$ cat src/rtl/dma_pkg.sv
// Shared types, encodings and chunk-size helper for the DMA master engine.
// AXI width macros get defaults here unless the system defines them first.
`ifndef AXI_ID_BITS
`define AXI_ID_BITS 4
`endif
`ifndef AXI_ADDR_BITS
`define AXI_ADDR_BITS 32
`endif
`ifndef AXI_DATA_BITS
`define AXI_DATA_BITS 32
`endif
`ifndef AXI_STRB_BITS
`define AXI_STRB_BITS 4
`endif
`ifndef AXI_LEN_BITS
`define AXI_LEN_BITS 4
`endif
`ifndef AXI_SIZE_BITS
`define AXI_SIZE_BITS 3
`endif

package dma_pkg;

  typedef enum logic [2:0] {
    IDLE,
    RADDR,
    RDATA,
    WADDR,
    WDATA,
    WRESP,
    DONE
  } dma_state_e;

  localparam int DMA_MAX_BEATS = 16;
  localparam int DMA_4K_WORDS  = 1024;

  localparam logic [1:0] AXI_BURST_INCR  = 2'b01;
  localparam logic [2:0] AXI_SIZE_4B     = 3'b010;
  localparam logic [1:0] AXI_RESP_OKAY   = 2'b00;
  localparam logic [1:0] AXI_RESP_SLVERR = 2'b10;
  localparam logic [1:0] AXI_RESP_DECERR = 2'b11;

  // Beats for the next chunk: bounded by what is left, the burst limit, and
  // the words remaining before the next 4 KB page on either side.
  function automatic logic [31:0] chunk_beats(input logic [31:0] rem,
                                              input logic [9:0]  src_word,
                                              input logic [9:0]  dst_word,
                                              input logic [31:0] max_beats);
    logic [31:0] beats;
    logic [31:0] src_room;
    logic [31:0] dst_room;
    src_room = 32'(DMA_4K_WORDS) - {22'd0, src_word};
    dst_room = 32'(DMA_4K_WORDS) - {22'd0, dst_word};
    beats = rem;
    if (max_beats < beats) beats = max_beats;
    if (src_room < beats)  beats = src_room;
    if (dst_room < beats)  beats = dst_room;
    return beats;
  endfunction

endpackage

$ cat src/rtl/dma_axi_if.sv
// AXI4 master-side bus bundle used by the DMA engine.
interface dma_axi_if;

  logic [`AXI_ID_BITS-1:0]   M_ARID;
  logic [`AXI_ADDR_BITS-1:0] M_ARAddr;
  logic [`AXI_LEN_BITS-1:0]  M_ARLen;
  logic [`AXI_SIZE_BITS-1:0] M_ARSize;
  logic [1:0]                M_ARBurst;
  logic                      M_ARValid;
  logic                      M_ARReady;

  logic [`AXI_ID_BITS-1:0]   M_RID;
  logic [`AXI_DATA_BITS-1:0] M_RData;
  logic [1:0]                M_RResp;
  logic                      M_RLast;
  logic                      M_RValid;
  logic                      M_RReady;

  logic [`AXI_ID_BITS-1:0]   M_AWID;
  logic [`AXI_ADDR_BITS-1:0] M_AWAddr;
  logic [`AXI_LEN_BITS-1:0]  M_AWLen;
  logic [`AXI_SIZE_BITS-1:0] M_AWSize;
  logic [1:0]                M_AWBurst;
  logic                      M_AWValid;
  logic                      M_AWReady;

  logic [`AXI_DATA_BITS-1:0] M_WData;
  logic [`AXI_STRB_BITS-1:0] M_WStrb;
  logic                      M_WLast;
  logic                      M_WValid;
  logic                      M_WReady;

  logic [`AXI_ID_BITS-1:0]   M_BID;
  logic [1:0]                M_BResp;
  logic                      M_BValid;
  logic                      M_BReady;

  modport master (
    output M_ARID, M_ARAddr, M_ARLen, M_ARSize, M_ARBurst, M_ARValid,
    input  M_ARReady,
    input  M_RID, M_RData, M_RResp, M_RLast, M_RValid,
    output M_RReady,
    output M_AWID, M_AWAddr, M_AWLen, M_AWSize, M_AWBurst, M_AWValid,
    input  M_AWReady,
    output M_WData, M_WStrb, M_WLast, M_WValid,
    input  M_WReady,
    input  M_BID, M_BResp, M_BValid,
    output M_BReady
  );

  modport slave (
    input  M_ARID, M_ARAddr, M_ARLen, M_ARSize, M_ARBurst, M_ARValid,
    output M_ARReady,
    output M_RID, M_RData, M_RResp, M_RLast, M_RValid,
    input  M_RReady,
    input  M_AWID, M_AWAddr, M_AWLen, M_AWSize, M_AWBurst, M_AWValid,
    output M_AWReady,
    input  M_WData, M_WStrb, M_WLast, M_WValid,
    output M_WReady,
    output M_BID, M_BResp, M_BValid,
    input  M_BReady
  );

endinterface

$ cat src/rtl/dma_buf.sv
// Chunk staging buffer: one write port, asynchronous read port.
module dma_buf #(
  parameter  int DEPTH = 16,
  parameter  int WIDTH = 32,
  localparam int AW    = $clog2(DEPTH)
) (
  input  logic             ACLK,
  input  logic             we,
  input  logic [AW-1:0]    waddr,
  input  logic [WIDTH-1:0] wdata,
  input  logic [AW-1:0]    raddr,
  output logic [WIDTH-1:0] rdata
);

  logic [WIDTH-1:0] mem [DEPTH];

  // NOTE: the data array has no reset; each word is filled by a read beat
  // before the matching write beat can look at it.
  always_ff @(posedge ACLK) begin
    if (we) mem[waddr] <= wdata;
  end

  assign rdata = mem[raddr];

endmodule

$ cat src/rtl/dma_master.sv
// DMA AXI master: copies DMALEN words from DMASRC to DMADST, one read burst
// into the staging buffer then one write burst out of it per chunk.
module dma_master
  import dma_pkg::*;
#(
  parameter int MAX_BEATS = DMA_MAX_BEATS
) (
  input  logic                      ACLK,
  input  logic                      ARESETn,
  input  logic                      DMAEN,
  input  logic [`AXI_DATA_BITS-1:0] DMASRC,
  input  logic [`AXI_DATA_BITS-1:0] DMADST,
  input  logic [`AXI_DATA_BITS-1:0] DMALEN,
  output logic                      DMA_done,
  output logic                      DMA_err,
  dma_axi_if.master                 axi
);

  localparam int IDX_BITS = $clog2(MAX_BEATS);
  localparam int LB       = `AXI_LEN_BITS;
  localparam int AB       = `AXI_ADDR_BITS;

  dma_state_e                state, state_nx;
  logic [`AXI_DATA_BITS-1:0] src, dst, rem;
  logic [LB-1:0]             len_q;
  logic [IDX_BITS-1:0]       rcnt, wcnt;
  logic                      ar_valid, aw_valid, err;
  logic [31:0]               beats, rem_left;
  logic                      ar_hs, r_hs, aw_hs, w_hs, b_hs, w_last;
  logic [31:0]               buf_rdata;
  logic                      unused_ids;

  assign ar_hs    = ar_valid & axi.M_ARReady;
  assign r_hs     = (state == RDATA) & axi.M_RValid;
  assign aw_hs    = aw_valid & axi.M_AWReady;
  assign w_hs     = (state == WDATA) & axi.M_WReady;
  assign b_hs     = (state == WRESP) & axi.M_BValid;
  assign w_last   = (state == WDATA) && (LB'(wcnt) == len_q);
  assign beats    = 32'(len_q) + 32'd1;
  assign rem_left = rem - beats;

  // NOTE: defaults first so every path assigns state_nx and no latch forms.
  always_comb begin
    state_nx = state;
    unique case (state)
      IDLE:    if (DMAEN) state_nx = (DMALEN == '0) ? DONE : RADDR;
      RADDR:   if (ar_hs) state_nx = RDATA;
      RDATA:   if (r_hs && axi.M_RLast) state_nx = WADDR;
      WADDR:   if (aw_hs) state_nx = WDATA;
      WDATA:   if (w_hs && w_last) state_nx = WRESP;
      WRESP:   if (b_hs) state_nx = (rem_left == '0) ? DONE : RADDR;
      DONE:    if (!DMAEN) state_nx = IDLE;
      default: state_nx = IDLE;
    endcase
  end

  always_ff @(posedge ACLK) begin
    if (!ARESETn) begin
      state    <= IDLE;
      src      <= '0;
      dst      <= '0;
      rem      <= '0;
      len_q    <= '0;
      rcnt     <= '0;
      wcnt     <= '0;
      ar_valid <= 1'b0;
      aw_valid <= 1'b0;
      err      <= 1'b0;
    end else begin
      state <= state_nx;
      if (state == IDLE && DMAEN) begin
        src <= DMASRC & ~32'd3;
        dst <= DMADST & ~32'd3;
        rem <= DMALEN;
        err <= 1'b0;
      end
      // Chunk size is fixed in the first RADDR cycle, before ARValid rises.
      if (state == RADDR && !ar_valid)
        len_q <= LB'(chunk_beats(rem, src[11:2], dst[11:2], 32'(MAX_BEATS)) - 32'd1);
      ar_valid <= (state == RADDR) && !ar_hs;
      aw_valid <= (state == WADDR) && !aw_hs;
      if (r_hs) rcnt <= axi.M_RLast ? '0 : rcnt + IDX_BITS'(1);
      if (w_hs) wcnt <= w_last ? '0 : wcnt + IDX_BITS'(1);
      if ((r_hs && axi.M_RResp != AXI_RESP_OKAY) || (b_hs && axi.M_BResp != AXI_RESP_OKAY))
        err <= 1'b1;
      if (b_hs) begin
        src <= src + (beats << 2);
        dst <= dst + (beats << 2);
        rem <= rem_left;
      end
    end
  end

  dma_buf #(.DEPTH(MAX_BEATS), .WIDTH(32)) u_buf (
    .ACLK  (ACLK),
    .we    (r_hs),
    .waddr (rcnt),
    .wdata (axi.M_RData),
    .raddr (wcnt),
    .rdata (buf_rdata)
  );

  // Fixed fields are gated by Valid so every output reads 0 out of reset.
  assign axi.M_ARID    = '0;
  assign axi.M_ARAddr  = AB'(src);
  assign axi.M_ARLen   = len_q;
  assign axi.M_ARSize  = ar_valid ? AXI_SIZE_4B : '0;
  assign axi.M_ARBurst = ar_valid ? AXI_BURST_INCR : '0;
  assign axi.M_ARValid = ar_valid;
  assign axi.M_RReady  = (state == RDATA);

  assign axi.M_AWID    = '0;
  assign axi.M_AWAddr  = AB'(dst);
  assign axi.M_AWLen   = len_q;
  assign axi.M_AWSize  = aw_valid ? AXI_SIZE_4B : '0;
  assign axi.M_AWBurst = aw_valid ? AXI_BURST_INCR : '0;
  assign axi.M_AWValid = aw_valid;

  assign axi.M_WValid  = (state == WDATA);
  assign axi.M_WData   = axi.M_WValid ? buf_rdata : '0;
  assign axi.M_WStrb   = axi.M_WValid ? '1 : '0;
  assign axi.M_WLast   = w_last;
  assign axi.M_BReady  = (state == WRESP);

  assign DMA_done = (state == DONE);
  assign DMA_err  = err;

  assign unused_ids = ^{axi.M_RID, axi.M_BID};

endmodule

$ cat src/flat_wrapper.sv
// flat-port wrapper written by rule: the top's interface ports become plain ports
module dma_master_flat import dma_pkg::*;
#(
  parameter int MAX_BEATS = DMA_MAX_BEATS
)
  (ACLK, ARESETn, DMAEN, DMASRC, DMADST, DMALEN, DMA_done, DMA_err, axi_M_ARID, axi_M_ARAddr, axi_M_ARLen, axi_M_ARSize, axi_M_ARBurst, axi_M_ARValid, axi_M_ARReady, axi_M_RID, axi_M_RData, axi_M_RResp, axi_M_RLast, axi_M_RValid, axi_M_RReady, axi_M_AWID, axi_M_AWAddr, axi_M_AWLen, axi_M_AWSize, axi_M_AWBurst, axi_M_AWValid, axi_M_AWReady, axi_M_WData, axi_M_WStrb, axi_M_WLast, axi_M_WValid, axi_M_WReady, axi_M_BID, axi_M_BResp, axi_M_BValid, axi_M_BReady);
  dma_axi_if axi_i ();
  input  logic ACLK;
  input  logic ARESETn;
  input  logic DMAEN;
  input  logic [`AXI_DATA_BITS-1:0] DMASRC;
  input  logic [`AXI_DATA_BITS-1:0] DMADST;
  input  logic [`AXI_DATA_BITS-1:0] DMALEN;
  output logic DMA_done;
  output logic DMA_err;
  output wire logic [$bits(axi_i.M_ARID)-1:0] axi_M_ARID;
  output wire logic [$bits(axi_i.M_ARAddr)-1:0] axi_M_ARAddr;
  output wire logic [$bits(axi_i.M_ARLen)-1:0] axi_M_ARLen;
  output wire logic [$bits(axi_i.M_ARSize)-1:0] axi_M_ARSize;
  output wire logic [$bits(axi_i.M_ARBurst)-1:0] axi_M_ARBurst;
  output wire logic [$bits(axi_i.M_ARValid)-1:0] axi_M_ARValid;
  input wire logic [$bits(axi_i.M_ARReady)-1:0] axi_M_ARReady;
  input wire logic [$bits(axi_i.M_RID)-1:0] axi_M_RID;
  input wire logic [$bits(axi_i.M_RData)-1:0] axi_M_RData;
  input wire logic [$bits(axi_i.M_RResp)-1:0] axi_M_RResp;
  input wire logic [$bits(axi_i.M_RLast)-1:0] axi_M_RLast;
  input wire logic [$bits(axi_i.M_RValid)-1:0] axi_M_RValid;
  output wire logic [$bits(axi_i.M_RReady)-1:0] axi_M_RReady;
  output wire logic [$bits(axi_i.M_AWID)-1:0] axi_M_AWID;
  output wire logic [$bits(axi_i.M_AWAddr)-1:0] axi_M_AWAddr;
  output wire logic [$bits(axi_i.M_AWLen)-1:0] axi_M_AWLen;
  output wire logic [$bits(axi_i.M_AWSize)-1:0] axi_M_AWSize;
  output wire logic [$bits(axi_i.M_AWBurst)-1:0] axi_M_AWBurst;
  output wire logic [$bits(axi_i.M_AWValid)-1:0] axi_M_AWValid;
  input wire logic [$bits(axi_i.M_AWReady)-1:0] axi_M_AWReady;
  output wire logic [$bits(axi_i.M_WData)-1:0] axi_M_WData;
  output wire logic [$bits(axi_i.M_WStrb)-1:0] axi_M_WStrb;
  output wire logic [$bits(axi_i.M_WLast)-1:0] axi_M_WLast;
  output wire logic [$bits(axi_i.M_WValid)-1:0] axi_M_WValid;
  input wire logic [$bits(axi_i.M_WReady)-1:0] axi_M_WReady;
  input wire logic [$bits(axi_i.M_BID)-1:0] axi_M_BID;
  input wire logic [$bits(axi_i.M_BResp)-1:0] axi_M_BResp;
  input wire logic [$bits(axi_i.M_BValid)-1:0] axi_M_BValid;
  output wire logic [$bits(axi_i.M_BReady)-1:0] axi_M_BReady;
  assign axi_M_ARID = axi_i.M_ARID;
  assign axi_M_ARAddr = axi_i.M_ARAddr;
  assign axi_M_ARLen = axi_i.M_ARLen;
  assign axi_M_ARSize = axi_i.M_ARSize;
  assign axi_M_ARBurst = axi_i.M_ARBurst;
  assign axi_M_ARValid = axi_i.M_ARValid;
  assign axi_i.M_ARReady = axi_M_ARReady;
  assign axi_i.M_RID = axi_M_RID;
  assign axi_i.M_RData = axi_M_RData;
  assign axi_i.M_RResp = axi_M_RResp;
  assign axi_i.M_RLast = axi_M_RLast;
  assign axi_i.M_RValid = axi_M_RValid;
  assign axi_M_RReady = axi_i.M_RReady;
  assign axi_M_AWID = axi_i.M_AWID;
  assign axi_M_AWAddr = axi_i.M_AWAddr;
  assign axi_M_AWLen = axi_i.M_AWLen;
  assign axi_M_AWSize = axi_i.M_AWSize;
  assign axi_M_AWBurst = axi_i.M_AWBurst;
  assign axi_M_AWValid = axi_i.M_AWValid;
  assign axi_i.M_AWReady = axi_M_AWReady;
  assign axi_M_WData = axi_i.M_WData;
  assign axi_M_WStrb = axi_i.M_WStrb;
  assign axi_M_WLast = axi_i.M_WLast;
  assign axi_M_WValid = axi_i.M_WValid;
  assign axi_i.M_WReady = axi_M_WReady;
  assign axi_i.M_BID = axi_M_BID;
  assign axi_i.M_BResp = axi_M_BResp;
  assign axi_i.M_BValid = axi_M_BValid;
  assign axi_M_BReady = axi_i.M_BReady;
  dma_master #(.MAX_BEATS(MAX_BEATS)) u_core (.ACLK(ACLK), .ARESETn(ARESETn), .DMAEN(DMAEN), .DMASRC(DMASRC), .DMADST(DMADST), .DMALEN(DMALEN), .DMA_done(DMA_done), .DMA_err(DMA_err), .axi(axi_i));
endmodule
$ cat config.mk
export PLATFORM = sky130hd
export DESIGN_NAME = dma_master_flat
export DESIGN_NICKNAME = d
export VERILOG_FILES = /design/src/rtl/dma_pkg.sv /design/src/rtl/dma_axi_if.sv /design/src/rtl/dma_buf.sv /design/src/rtl/dma_master.sv /design/src/flat_wrapper.sv
export SDC_FILE = /design/constraint.sdc
export NUM_CORES = 1
export LEC_CHECK = 0
export CAP_MARGIN = 0
export CORE_MARGIN = 4
export CORE_UTILIZATION = 57
export DETAILED_ROUTE_END_ITERATION = 7
export GPL_TIMING_DRIVEN = 0
export PLACE_DENSITY = 0.8
export SYNTH_ARGS = -nofsm -noshare
export SYNTH_HDL_FRONTEND = slang
export SYNTH_SLANG_ARGS = --single-unit
$ cat constraint.sdc
create_clock -name ACLK -period 7.1 [get_ports ACLK]
set_input_delay 0.71 -clock ACLK [delete_from_list [all_inputs] [get_ports ACLK]]
set_output_delay 0.71 -clock ACLK [all_outputs]
set_load 0.005 [all_outputs]
==> key figures, run 1 <==
Outcome
  – Status: finished with violations
  – Failing checks: design-rule violations

Timing
  – Tightest Pin Transition: 1.184 ns
  – Max-slew violation count: 0
  – Tcrit/Tclk final: 93.17%
  – Final setup viols: 0
  – Worst relative slew slack: 20.42%
  – Fmax: 151.2 MHz
  – Final Skew: 0.04891 ns
  – Final hold violation count: 0
  – Final min period: 6.615 ns
  – Hold WS: 0.5070 ns
  – RSZ-0062 raised after global routing: false

Logic synthesis
  – Post-Synthesis Cell Area: 27,540 µm²
  – #FFs+latches synth: 626
  – Yosys top cell area share: 55.82%
  – Register area share after synthesis: 64.11%
  – Yosys top cell by area: edfxtp_1
  – Dominant synthesized flop cell: edfxtp_1
  – Top cells by area, synth: edfxtp_1, mux4_2, dfxtp_1
  – Syn avg cell area: 14.78 µm²
  – Post-synth EDFFs: 512
  – Post-synth ARST share: 0%
  – Most numerous cell in the Yosys netlist: edfxtp_1
  – Commonest cells in the netlist: edfxtp_1, mux4_2, nor2_1
  – Synth warn: 0
  – Synth unique cells: 71
  – Cells after synthesis: 1,863

Clock tree
  – CTS tree: built
  – Clock sink count: 626
  – TritonCTS buffer count: 60
  – Clock slew at reported path FFs: 0.06 ns
  – Worst skew pair latency: 0.65 ns
  – Root buf cell: clkbuf_16
  – Clock tree buffer depth: 3
  – Post_cts resized: 0
  – Cts hold-fix bufs: 0
  – Post-CTS Setup Inserts: 0
  – Max H-tree Level: 2

Routing
  – Wire length per cell: 30.62 µm
  – Total Wirelength: 88,870 µm
  – Vias: 19.79k
  – Drt drc: 3
  – Pre-antenna DRT Iters: 8
  – Starting DRT DRC Count: 2,914
  – Via/cell ratio: 6.820
  – Post-route ant nets: 0

Worst setup path
  – CP Class: register to register
  – CP Launch Type: register
  – WP buf/inv: 3
  – CP Max Fanout: 10
  – R2r setup slk: 0.49 ns
  – CP max stage delay: 0.80 ns
  – RR Endpoint: u_core.axi.M_ARLen[2]
  – Most frequent CP cell: ha_1
  – Worst R2R Path Depth: 22
  – RR Startpoint: u_core.rem[16]
  – Worst path slowest cell: nor4_1
  – CP cell instances: clkbuf_1 > nor4_1 > nand4_1 > and4b_1 > buf_4 > nand2_1 > ha_1 > a211oi_1 > nand3_1 > o21bai_1 > clkbuf_1 > nand2_1 > ha_1 > a21o_1 > a21o_1 > a21oi_1 > o21ai_0 > o41ai_4 > mux2_2 > ha_1 > xor2_1 > o22ai_1
  – CP Data Required Time: 7.61 ns
  – CP endpoint kind: register
  – Critical path depth: 22
  – CP delay by family, top: compound AO/OA/AOI/OAI gates
  – WP data arrival: 7.12 ns

Floorplanning
  – Rows: 80
  – Full die area: 51,900 µm²
  – CORE AREA: 47,750 µm²
  – Die Height: 227.8 µm
  – Initial cell density of the core: 57.69%
  – Die Wd: 227.8 µm
  – Top Ports: 283

Power
  – Pwr dens: 315.6 nW/µm²
  – Sequential Power Share: 40.8%
  – Leakage Power: 10.90 nW
  – Logic pwr share: 27.4%
  – Internal Power: 7.241 mW
  – Clock power frac: 31.8%
  – Maximum VDD drop: 0.2572 mV
  – Sw frac: 31.51%
  – Switching Power: 3.331 mW

Job
  – Max_cap viols: 0

Placed design
  – Post-DP HPWL: 56,640 µm
  – Final GP Congestion: 0.9785
  – I/O Buffers: 252
  – Placed Cells: 2,787

Global route
  – Largest net degree at the start of global routing: 27
  – First-pass GRT wire length: 130,600 µm
  – Number of global-route vias before repair: 19.42k
  – GRT overflow: 0
  – Initial antenna violation count: 6
  – GRT Resource Usage Total: 33.74%

Layout
  – Util after Layout: 70.17%
  – Share of layout cells above drive strength 1: 15.49%
  – Finished Layout Cells: 2,902
  – Syn-to-layout area delta: 21.64%
  – Final-stage net count: 2,430

Hold path
  – Hold path depth: 2
  – Worst Hold End: u_core.axi.M_AWAddr[16]
  – Hold crit path type: register to register
  – Critical hold path startpoint: u_core.axi.M_AWAddr[16]
logic make-up after synthesis:
logic type,count (synthesis),share of synthesized area (%)
muxes,167,13.34
xor gates and xnor gates,37,1.177
and+or+nand+nor,486,8.668
AOI/OAI and AO/OA,326,7.686
other,2,0.02727
DFF,626,64.11
buffers and inverters,172,2.776
adders and majority gates,47,2.217
routing by layer:
metal	GRT usage (%)	up-vias	share of wire, %
met5	0	-	0.064
met4	15.25	10	5.3
met3	5.963	317	10
met2	56.04	1564	48
met1	44.17	9819	36
li1	-	8081	-
worst reg2reg max path: cells and delay by family (launching register included):
family | cells | cell delay, ns
buffers and inverters | 3 | 0.80
adder cells (fa/ha/maj) | 3 | 0.81
AND/OR/NAND/NOR | 6 | 1.86
XOR/XNOR | 1 | 0.17
multiplexers | 1 | 0.39
AO/OA/AOI/OAI | 8 | 2.19
flip-flops | 1 | 0.30
through the flow:
stage | total power, mW | cell area [µm²] | TNS [ns] | worst slack (ns)
floorplan | 6.121 | 27630 | 0 | 1.778
global placement | 7.091 | 30920 | -232.95 | -1.936
detailed placement | 7.174 | 31420 | 0 | 0.6197
CTS | 10.52 | 33500 | 0 | 0.5797
global route | 10.99 | 33500 | 0 | 0.1584
finish | 10.57 | 33500 | 0 | 0.4851
how the worst max path moves through the flow:
| stage | from | to |
|---|---|---|
| 6_report | u_core.rem[16] | u_core.axi.M_ARLen[2] |
| 5_1_grt | u_core.rem[16] | u_core.axi.M_ARLen[1] |
| 4_1_cts | u_core.rem[16] | u_core.axi.M_ARLen[2] |
| 3_5_place_dp | u_core.rem[16] | u_core.axi.M_ARLen[2] |
| 3_3_place_gp | u_core.state[1] | u_core.u_buf.mem[3][7] |
| 2_1_floorplan | u_core.rem[1] | u_core.axi.M_ARLen[2] |
placed cells by master (no fill, tap or decap), types with 7 or more instances in the layout:
| cell | count |
|---|---|
| conb_1 | 24 |
| xor2_1 | 14 |
| inv_1 | 35 |
| nand3_1 | 42 |
| nor4_1 | 31 |
| xnor2_1 | 23 |
| a211oi_1 | 7 |
| clkinv_2 | 13 |
| nor2_1 | 128 |
| clkbuf_1 | 95 |
| a31oi_1 | 22 |
| ha_1 | 44 |
| buf_4 | 50 |
| a21oi_1 | 112 |
| and3_1 | 16 |
| mux4_2 | 160 |
| o211ai_1 | 12 |
| dfxtp_1 | 114 |
| nor2b_1 | 35 |
| a221oi_1 | 19 |
| edfxtp_1 | 512 |
| nand4_1 | 13 |
| a222oi_1 | 8 |
| nor3b_1 | 10 |
| or3_1 | 9 |
| nand2_1 | 110 |
| nor3_1 | 43 |
| buf_12 | 11 |
| buf_1 | 19 |
| o21ai_0 | 59 |
| clkbuf_16 | 62 |
| clkdlybuf4s50_1 | 252 |
| a21o_1 | 14 |
| a22oi_1 | 14 |
flip-flops by register name (all words and copies together), names as in the netlist, named ones only:
register              count
u_core.axi.M_AWAddr      30
u_core.wcnt               4
u_core.DMA_err            1
u_core.u_buf.mem        512
u_core.axi.M_ARValid      1
u_core.rcnt               4
u_core.state              3
u_core.rem               32
u_core.axi.M_ARAddr      30
u_core.axi.M_AWValid      1
u_core.axi.M_ARLen        4
cell type report:
| cell class | count | area (µm²) |
|---|---|---|
| Timing Repair Buffer | 287 | 2958 |
| Buffer | 136 | 629.4 |
| Antenna cell | 1 | 2.502 |
| Clock inverter | 35 | 400.4 |
| Fill cell | 3028 | 14240 |
| Sequential cell | 626 | 17660 |
| Multi-Input combinational cell | 1087 | 9275 |
| Inverter | 36 | 135.1 |
| Tap cell | 615 | 769.5 |
| Clock buffer | 79 | 1675 |
power by group through the flow:
stage	clock, mW	sequential [mW]	combinational [mW]
2_1_floorplan	0	4.32	1.80
3_3_place_gp	0	4.38	2.71
3_5_place_dp	0	4.38	2.79
4_1_cts	3.37	4.30	2.85
5_1_grt	3.54	4.33	3.13
6_report	3.36	4.31	2.90
Power figures use the tool's default switching activity.
==> run 2, diff against run 1 <==
==> constraint.sdc (replaced) <==
create_clock -name ACLK -period 7.1 [get_ports ACLK]
set_input_delay 1.065 -clock ACLK [delete_from_list [all_inputs] [get_ports ACLK]]
set_output_delay 1.065 -clock ACLK [all_outputs]
set_load 0.005 [all_outputs]
==> results of run 2 <==
Same layout as run 1: the final DEF is identical, and so are final timing and power.
